`config.mk`:
```
export PLATFORM = sky130hd
export DESIGN_NAME = mmio_timer
export DESIGN_NICKNAME = d
export VERILOG_FILES = /design/src/rtl/mmio_timer.sv
export SDC_FILE = /design/constraint.sdc
export NUM_CORES = 1
export LEC_CHECK = 0
export ABC_AREA = 1
export CORE_MARGIN = 3
export CORE_UTILIZATION = 31
export DETAILED_ROUTE_END_ITERATION = 10
export GPL_TIMING_DRIVEN = 0
export HOLD_SLACK_MARGIN = 0.06
export MAX_ROUTING_LAYER = met4
export SYNTH_ARGS = -nofsm -noshare
export SYNTH_HDL_FRONTEND = slang
export SYNTH_SLANG_ARGS = --single-unit
```
`constraint.sdc`:
```
create_clock -name clk -period 7.99 [get_ports clk]
set_input_delay 1.598 -clock clk [delete_from_list [all_inputs] [get_ports clk]]
set_output_delay 1.598 -clock clk [all_outputs]
set_load 0.02 [all_outputs]
```
`src/rtl/mmio_timer.sv`:
```
// Memory-mapped prescaled 32-bit timer with compare match, auto-reload and level irq.
// Ports: clk, reset, cs/rd_en/wr_en/addr/write_data/mask bus in, read_data/irq out.
module mmio_timer #(
  parameter int DATA_W  = 32,
  parameter int PRESC_W = 8
) (
  input  logic              clk,
  input  logic              reset,
  input  logic              cs,
  input  logic              rd_en,
  input  logic              wr_en,
  input  logic [31:0]       addr,
  input  logic [DATA_W-1:0] write_data,
  input  logic [3:0]        mask,
  output logic [DATA_W-1:0] read_data,
  output logic              irq
);

  localparam logic [1:0] A_CTRL = 2'd0;
  localparam logic [1:0] A_CNT  = 2'd1;
  localparam logic [1:0] A_CMP  = 2'd2;
  localparam logic [1:0] A_STS  = 2'd3;

  logic               r_en;
  logic               r_ar;
  logic               r_ie;
  logic [PRESC_W-1:0] r_presc;
  logic [PRESC_W-1:0] r_pre;
  logic [DATA_W-1:0]  r_count;
  logic [DATA_W-1:0]  r_compare;
  logic               r_match;

  logic [DATA_W-1:0]  w_bmask;
  logic [DATA_W-1:0]  w_ctrl;
  logic [DATA_W-1:0]  w_ctrl_new;
  logic               w_wr;
  logic               w_wr_ctrl;
  logic               w_wr_cnt;
  logic               w_wr_cmp;
  logic               w_wr_sts;
  logic               w_tick;
  logic               w_hit;
  logic               w_clr;
  logic [DATA_W-1:0]  w_cnt_tick;
  logic [DATA_W-1:0]  w_cnt_next;
  logic [PRESC_W-1:0] w_pre_next;
  logic               w_unused;

  for (genvar i = 0; i < DATA_W / 8; i++) begin : g_bm
    assign w_bmask[8*i +: 8] = {8{mask[i]}};
  end

  assign w_ctrl = {{(DATA_W-8-PRESC_W){1'b0}}, r_presc,
                   5'b0, r_ie, r_ar, r_en};
  assign w_ctrl_new = (w_ctrl & ~w_bmask) | (write_data & w_bmask);

  assign w_wr      = cs & wr_en;
  assign w_wr_ctrl = w_wr && (addr[3:2] == A_CTRL);
  assign w_wr_cnt  = w_wr && (addr[3:2] == A_CNT);
  assign w_wr_cmp  = w_wr && (addr[3:2] == A_CMP);
  assign w_wr_sts  = w_wr && (addr[3:2] == A_STS);

  assign w_tick = r_en && (r_pre == r_presc);
  assign w_hit  = w_tick && (r_count == r_compare);
  assign w_clr  = w_wr_sts && mask[0] && write_data[0];

  assign w_cnt_tick = !w_tick ? r_count :
                      (w_hit && r_ar) ? '0 :
                      r_count + {{(DATA_W-1){1'b0}}, 1'b1};

  // Written bytes override the tick result; other bytes keep it.
  assign w_cnt_next = w_wr_cnt ?
                      ((w_cnt_tick & ~w_bmask) | (write_data & w_bmask)) :
                      w_cnt_tick;

  // Changing the prescale value restarts the prescale phase.
  assign w_pre_next = (!r_en || w_tick || (w_wr_ctrl && mask[1])) ? '0 :
                      r_pre + {{(PRESC_W-1){1'b0}}, 1'b1};

  assign irq = r_match & r_ie;

  assign w_unused = ^{addr[31:4], addr[1:0], w_ctrl_new[7:3],
                      w_ctrl_new[DATA_W-1:8+PRESC_W]};

  always_ff @(posedge clk or posedge reset) begin
    if (reset) begin
      r_en      <= 1'b0;
      r_ar      <= 1'b0;
      r_ie      <= 1'b0;
      r_presc   <= '0;
      r_pre     <= '0;
      r_count   <= '0;
      r_compare <= '1;
      r_match   <= 1'b0;
    end else begin
      if (w_wr_ctrl) begin
        r_en    <= w_ctrl_new[0];
        r_ar    <= w_ctrl_new[1];
        r_ie    <= w_ctrl_new[2];
        r_presc <= w_ctrl_new[8 +: PRESC_W];
      end
      if (w_wr_cmp)
        r_compare <= (r_compare & ~w_bmask) | (write_data & w_bmask);
      r_pre   <= w_pre_next;
      r_count <= w_cnt_next;
      // A new match outranks a same-cycle clear.
      r_match <= w_hit | (r_match & ~w_clr);
    end
  end

  always_comb begin
    read_data = '0;
    if (cs && rd_en && !reset) begin
      case (addr[3:2])
        A_CTRL:  read_data = w_ctrl;
        A_CNT:   read_data = r_count;
        A_CMP:   read_data = r_compare;
        A_STS:   read_data = {{(DATA_W-1){1'b0}}, r_match};
        default: read_data = '0;
      endcase
    end
  end

endmodule
```
# ---- Word level (Yosys, flattened, before mapping)
# Cells that the tools add are included.
dict set report totals {
  regBits 84
  in_bits 73
  output_inout_bits 33
}
dict set report classes {
  addsub 2
  n_eq_ne 5
  mux 6
  n_bitwise 13
  reduce_logical 17
}
# operator count
set op_table {}
lappend op_table {{32-bit 2-to-1 mux} 4}
lappend op_table {{32-bit case mux with 4 select lines} 1}
lappend op_table {{32-bit bitwise AND} 3}
lappend op_table {{32-bit OR} 2}
lappend op_table {{32-bit by 1-bit adder with 32-bit output (second input constant)} 1}
lappend op_table {{32-bit equality test} 1}
lappend op_table {{32-bit inverter} 1}
lappend op_table {{16-bit bitwise AND} 1}
lappend op_table {{16-bit OR} 1}
lappend op_table {{1-bit logical AND} 12}
lappend op_table {{8-bit by 1-bit adder with 8-bit output (second input constant)} 1}
lappend op_table {{8-bit equality test} 1}
lappend op_table {{8-bit 2-to-1 mux} 1}
lappend op_table {{2-bit equality test (second input constant)} 2}
lappend op_table {{1-bit bitwise AND} 3}
lappend op_table {{2-bit by 1-bit equality test with 1-bit output (second input constant)} 1}
lappend op_table {{1-bit zero test} 2}
lappend op_table {{2-bit zero test} 1}
lappend op_table {{1-bit logical OR} 2}
lappend op_table {{1-bit inverter} 1}
lappend op_table {{1-bit OR} 1}

# ---- Logic depth before layout (Yosys ltp)
# Gate-level depths: netlist (run 1).
dict set report depth {
  depth_word 9
  mapped_depth 13
  mapped_depth_nobuf 13
}

# ---- Worst setup path after synthesis (run 1)
# Ideal clock, no wire load.
dict set report synth_timing {
  path_type {input-to-output}
  startpoint {input reset}
  endpoint {output read_data[1]}
  arrival_ns 4.351
  path_slack_ns 2.041
  path_stages 6
  cell_sequence {inv_1 nand3_1 inv_1 clkbuf_1 o211ai_1 inv_1}
}
dict set report synth_between {
  elab_chain_cells 3
}
# item line_no
set synth_rtl {}
lappend synth_rtl {{from (decl)} 8} ;# input logic reset,
lappend synth_rtl {{1-bit zero test} 113} ;# if (cs && rd_en && !reset) begin
lappend synth_rtl {{1-bit logical AND} 113}
lappend synth_rtl {{32-bit 2-to-1 mux} 113}
lappend synth_rtl {{to (decl)} 15} ;# output logic [DATA_W-1:0] read_data,
# No other way between the ends.

# ---- Final worst setup path (run 1)
dict set report layout_timing {
  startpoint {input reset}
  endpoint {output read_data[12]}
}
# The elaborated chain is that of the path after synthesis.

==> metrics, run 1 <==
peak supply drop roughly 110 uV; GPL Wtd Cong about 0.93; Post-synth EDFFs 0; Placed Area a little under 7000 um^2; dominant cell type by area after synthesis dfrtp_1; # hold bufs at CTS 0; num ports between 100 and 150; initial antenna violation count 0; Gate Count Post-Synth approximately 840; cell area after synthesis just under 6000 um^2; type of destination of the critical path output port; crit path time final around 6100 ps; Rel. slew slack between 50% and 60%; Synth cell types 37; layout cells sized above 1 between 10 and 15%; largest net degree at the start of global routing between 40 and 50; YS warnings 0; Power Density 204.8 nW/um^2; CP Max Fanout between 40 and 50; TritonCTS Buffers 9; diode count 0; Pwr Total about 1.5 mW; Setup Skew 10.24 ps; dpl ws between 1500 and 2000 ps; Clk Latency, worst-skew pair 350 ps; cell-internal power around 0.9 mW; HPWL after detailed placement ~14000 um; Post-synth top flop dfrtp_1; Placed Cells ~1100; CTS Sinks 84; crit share post-route between 70% and 80%; Max Cap Violations 0; Port Buffer Count 75; hold_ws around 490 ps; gr ovfl total 0; core footprint 18150 um^2; RSZ-0062 raised after global routing no; worst min path class reg2reg; Pleak 3.215 nW; P&R area growth vs syn 22.87%; clock-pin transition on the worst setup and hold timing paths 60 ps; Tot GR Track Use 18.08%; actual slew at the worst max-slew pin approximately 640 ps; global-route wire length before repair approximately 28000 um; sequential fraction of the synthesis area a little under two fifths; Clock Path Buffers 2; initial DRC count roughly 470; post-route ant nets 0; most frequent cell after synthesis nand2_1; final wirelength 17620 um; asr flop ratio synth between 90% and 100%; vias per cell a little under 5; Area contributors post-synth dfrtp_1 (23%), nand2_1 (16%), dfstp_2 (15%); WP data required around 6400 ps; Vias approximately 5600; Comb pwr share between 20 and 30%; die area 20330 um^2; CTS H-tree lvls 3; CTS tree built; # setup viols final 0; max-slew violations 0; WL/cell ~15 um; # rows 49; setup bufs post-CTS 0; Starting Density 31.86%; Flop pwr share approximately 44%; Layout Cells excl Fill 1163; fmax approximately 160 MHz; root buffer cell clkbuf_16; Psw between 0.5 and 0.6 mW; Clk network pwr share about a quarter; startpoint type of the worst setup path primary input; Arrival @ worst endpoint 4530 ps; Die Wd between 100 and 150 um; Mean Syn Cell Area between 6 and 7 um^2; Net Count, Synth 917; Fin. Hold Viols 0; Synth top area share 22.51%; Chip Height between 100 and 150 um; Post-CTS Resized 0; Sw Share ~37%; drt drc 0; setup ws final approximately 1900 ps; final instance area a little over 7000 um^2; vias in the first global route approximately 5300; Pre-antenna DRT Iters 5; Post-synth top cells nand2_1 (254), inv_1 (98), nor2_1 (72), nand3_1 (68), dfrtp_1 (52); critical path class in2out; status completed; Synth Register Bits 84; nets 1004
## cells in the final DEF, fill, tap and decap left out, types with 3 or more instances in the layout
cell type	Yosys	layout
clkdlybuf4s50_1	0	75
nand3_2	4	4
nand4_1	29	29
mux2_2	8	8
clkbuf_16	0	9
nor4_1	3	3
nor3b_1	3	3
nand2_1	254	254
nand2_2	4	4
xor2_1	15	15
buf_6	4	4
o22ai_1	3	3
nor2_1	72	72
o21bai_2	6	6
buf_2	7	7
o21ai_2	4	4
a21oi_1	45	45
nor3_1	6	6
o21ai_0	35	35
clkinv_2	0	3
nor2_2	13	13
xnor2_1	9	9
dfstp_2	32	32
clkbuf_1	17	21
nand3_1	68	68
clkinv_1	3	3
inv_1	98	97
nor2_4	7	7
inv_2	20	20
o21ai_1	4	4
dfrtp_1	52	52
o221ai_1	4	4
## layout make-up
cell class | instances | area [um^2]
buffer | 30 | 151.4
clock inverter | 3 | 15.01
sequential | 84 | 2142
inverter | 121 | 456.7
multi-input combinational | 607 | 3034
tap | 229 | 286.5
timing repair buffer | 76 | 778.2
clock buffer | 13 | 240.2
fill | 1959 | 11040
## metrics by stage
stage                     util (%)  TNS, ps
after floorplan                  -        0
after global placement       37.58   -14000
after detailed placement     37.74        0
after CTS                    39.15        0
after global routing         39.15        0
final                        39.15        0
## critical path, stage by stage
cell             delay, ps
clkdlybuf4s50_1        440
inv_4                  410
buf_16                 300
nand3_1                270
inv_1                  130
clkbuf_1               380
o21ai_0                260
inv_1                  100
clkdlybuf4s50_1        610
## power groups by stage
stage / clock, mW / sequential [mW] / combinational [mW]
after global routing: 0.407 / 0.657 / 0.492
after CTS: 0.392 / 0.641 / 0.432
after floorplan: 0 / 0.618 / 0.316
final: 0.381 / 0.643 / 0.431
after detailed placement: 0 / 0.648 / 0.430
after global placement: 0 / 0.646 / 0.420
## layer usage
layer	vias up	track usage, %	part of all wire, %
met1	2611	24.97	48
met5	-	-	0
met4	0	6.203	2.0
met2	157	27.25	45
li1	2857	-	-
met3	19	2.520	5.3
## path summary, 6_finish.rpt
| kind | startpoint | to | slack [ps] | cells past startpoint |
|---|---|---|---|---|
| worst max-delay path | reset | read_data[12] | 1860 | 9 |
| worst min-delay path | flop | flop | 490 | 2 |
| worst max register to register | r_count[0] | r_count[28] | 5970 | 11 |
| worst min register to register | flop | flop | 490 | 2 |
| max in group asynchronous | reset | asynchronous set/reset pin | 5650 | 3 |
| min in group asynchronous | reset | r_pre[6] | 1650 | 2 |
## kinds of logic (layout without fill, tap and decap cells)
group           Yosys count  in the layout  share of synthesized area (%)
compound gates          105            105                          10.50
buf+inv                 151            243                          10.47
mux                       8              8                          1.558
simple gates            468            468                          36.36
xor+xnor                 24             24                          3.636
fa+ha+maj                 2              2                         0.4327
flops                    84             84                          37.05
Power figures use the tool's default switching activity.
==> run 2, diff against run 1 <==
- clock period: 7.99 -> 5.2 ns (I/O delays scaled with it)
==> run 2 against run 1 <==
Net effect:
- clock skew about the same
- hold slack about the same
- final cell count unchanged
- cell area about the same
- clock power increased by 54%
- sequential share of layout area about the same
- count of clock-buffer cells in the layout unchanged
- sequential power increased by 54%
- non-clock buffer count unchanged
- utilization about the same
- via count increased by 0.27%
- critical endpoint unchanged
- largest power group unchanged
==> metrics, run 2 (synthesized netlist as in run 1, its figures left out) <==
actual slew at the worst max-slew pin ~650 ps; Post-CTS Resized 0; fmax 202.7 MHz; setup ws final roughly 270 ps; status completed; # rows 49; P&R area growth vs syn 22.92%; type of destination of the critical path output port; Tot GR Track Use 18.08%; Multi-input gate area 3034 um^2; max-slew violations 0; fillcell total around 2000; Max Cap Violations 0; global-route wire length before repair roughly 28000 um; GPL Wtd Cong 0.9347; clock-pin transition on the worst setup and hold timing paths 60 ps; capturing point of the worst reg2reg path r_count[28]; setup tns final 0 ps; Fin. Hold Viols 0; Power Density roughly 310 nW/um^2; WP data required 4160 ps; drt drc 0; vias per cell between 4 and 5; Arrival @ worst endpoint 3890 ps; setup bufs post-CTS 0; # setup viols final 0; Pleak around 3.2 nW; met2 wire length 7970 um; Sequential cell area 2142 um^2; nets ~1000; gr ovfl total 0; root buffer cell clkbuf_16; Clk Latency, worst-skew pair approximately 350 ps; highest layer used for signal routing met4; CTS tree built; CP endpoint read_data[12]; DR WL met3 910 um; Rel. slew slack between 50% and 60%; CTS Sinks 84; die area just over 20000 um^2; Placed Area just under 7000 um^2; Pre-antenna DRT Iters 5; # hold bufs at CTS 0; core footprint between 15000 and 20000 um^2; commonest cells after routing, fill and taps aside nand2_1 (254), inv_1 (97), clkdlybuf4s50_1 (75); final instance area between 7000 and 8000 um^2; post-route ant nets 0; Starting Density 31.86%; num ports between 100 and 150; most common cell after layout, fill and taps aside nand2_1; dpl ws around 150 ps; Setup Skew 10.21 ps; peak supply drop 166.3 uV; Port Buffer Count 75; initial DRC count approximately 470; TritonCTS Buffers 9; vias in the first global route ~5300; final wirelength around 18000 um; Chip Height around 140 um; reg2reg start r_count[0]; critical path class in2out; startpoint type of the worst setup path primary input; CP Max Fanout 44; crit share post-route 94.90%; Clock Path Buffers 2; largest net degree at the start of global routing between 40 and 50; Die Wd roughly 140 um; layout cells sized above 1 a little over an eighth; Vias around 5700; HPWL after detailed placement 13640 um; RSZ-0062 raised after global routing no; Worst setup startpoint reset; CTS H-tree lvls 3; reg2reg path depth 11; Pwr Total ~2.2 mW; crit path time final a little under 5000 ps; worst min path class reg2reg; WL/cell 15.19 um; diode count 0; Worst R2R Setup Slack 3180 ps; Metal-1 WL 8440 um; initial antenna violation count 0
[run 2: cell count changes in the layout (fill, tap and decap cells not counted)]
cell   delta
inv_4     -1
inv_6     +1
[run 2: final cells by class]
class | instances | area share [%]
plain buffers | 30 | 2.130
clock buffers | 13 | 3.380
clock inverters | 3 | 0.2113
inverters | 121 | 6.461
multi-input cells | 607 | 42.69
flip-flops and latches | 84 | 30.14
well taps | 229 | 4.032
repair buffers | 76 | 10.95
[run 2: worst max-delay path: stages]
cell and delay [ps]:
clkdlybuf4s50_1 470, inv_6 320, buf_16 280, nand3_1 270
inv_1 130, clkbuf_1 380, o21ai_0 260, inv_1 100
clkdlybuf4s50_1 610
[run 2: power by group]
part           internal [mW]  switching (mW)
sequential             0.827           0.161
combinational          0.264           0.399
clock                  0.322           0.262
total                   1.41           0.823
[run 2: per-stage QoR]
| stage | instances | utilization (%) | hold WS [ps] |
|---|---|---|---|
| after floorplan | 842 | - | 467.1 |
| after global placement | 1146 | 37.58 | 484.0 |
| after detailed placement | 1147 | 37.74 | 484.2 |
| after CTS | 1163 | 39.15 | 493.8 |
| after global routing | 1163 | 39.16 | 519.5 |
| final | 1163 | 39.16 | 492.5 |
[run 2: how the worst min path moves through the flow]
stage / from / to / slack, ps / depth (start not counted)
floorplan: flop / flop / 470 / 2
global placement: flop / flop / 480 / 2
detailed placement: flop / flop / 480 / 2
CTS: flop / flop / 490 / 2
global route: flop / flop / 520 / 2
finish: flop / flop / 490 / 2
[run 2: per-layer routing]
metal	GRT usage [%]	vias up
met3	2.520	19
li1	-	2857
met1	24.97	2616
met4	6.203	0
met5	-	-
met2	27.25	167
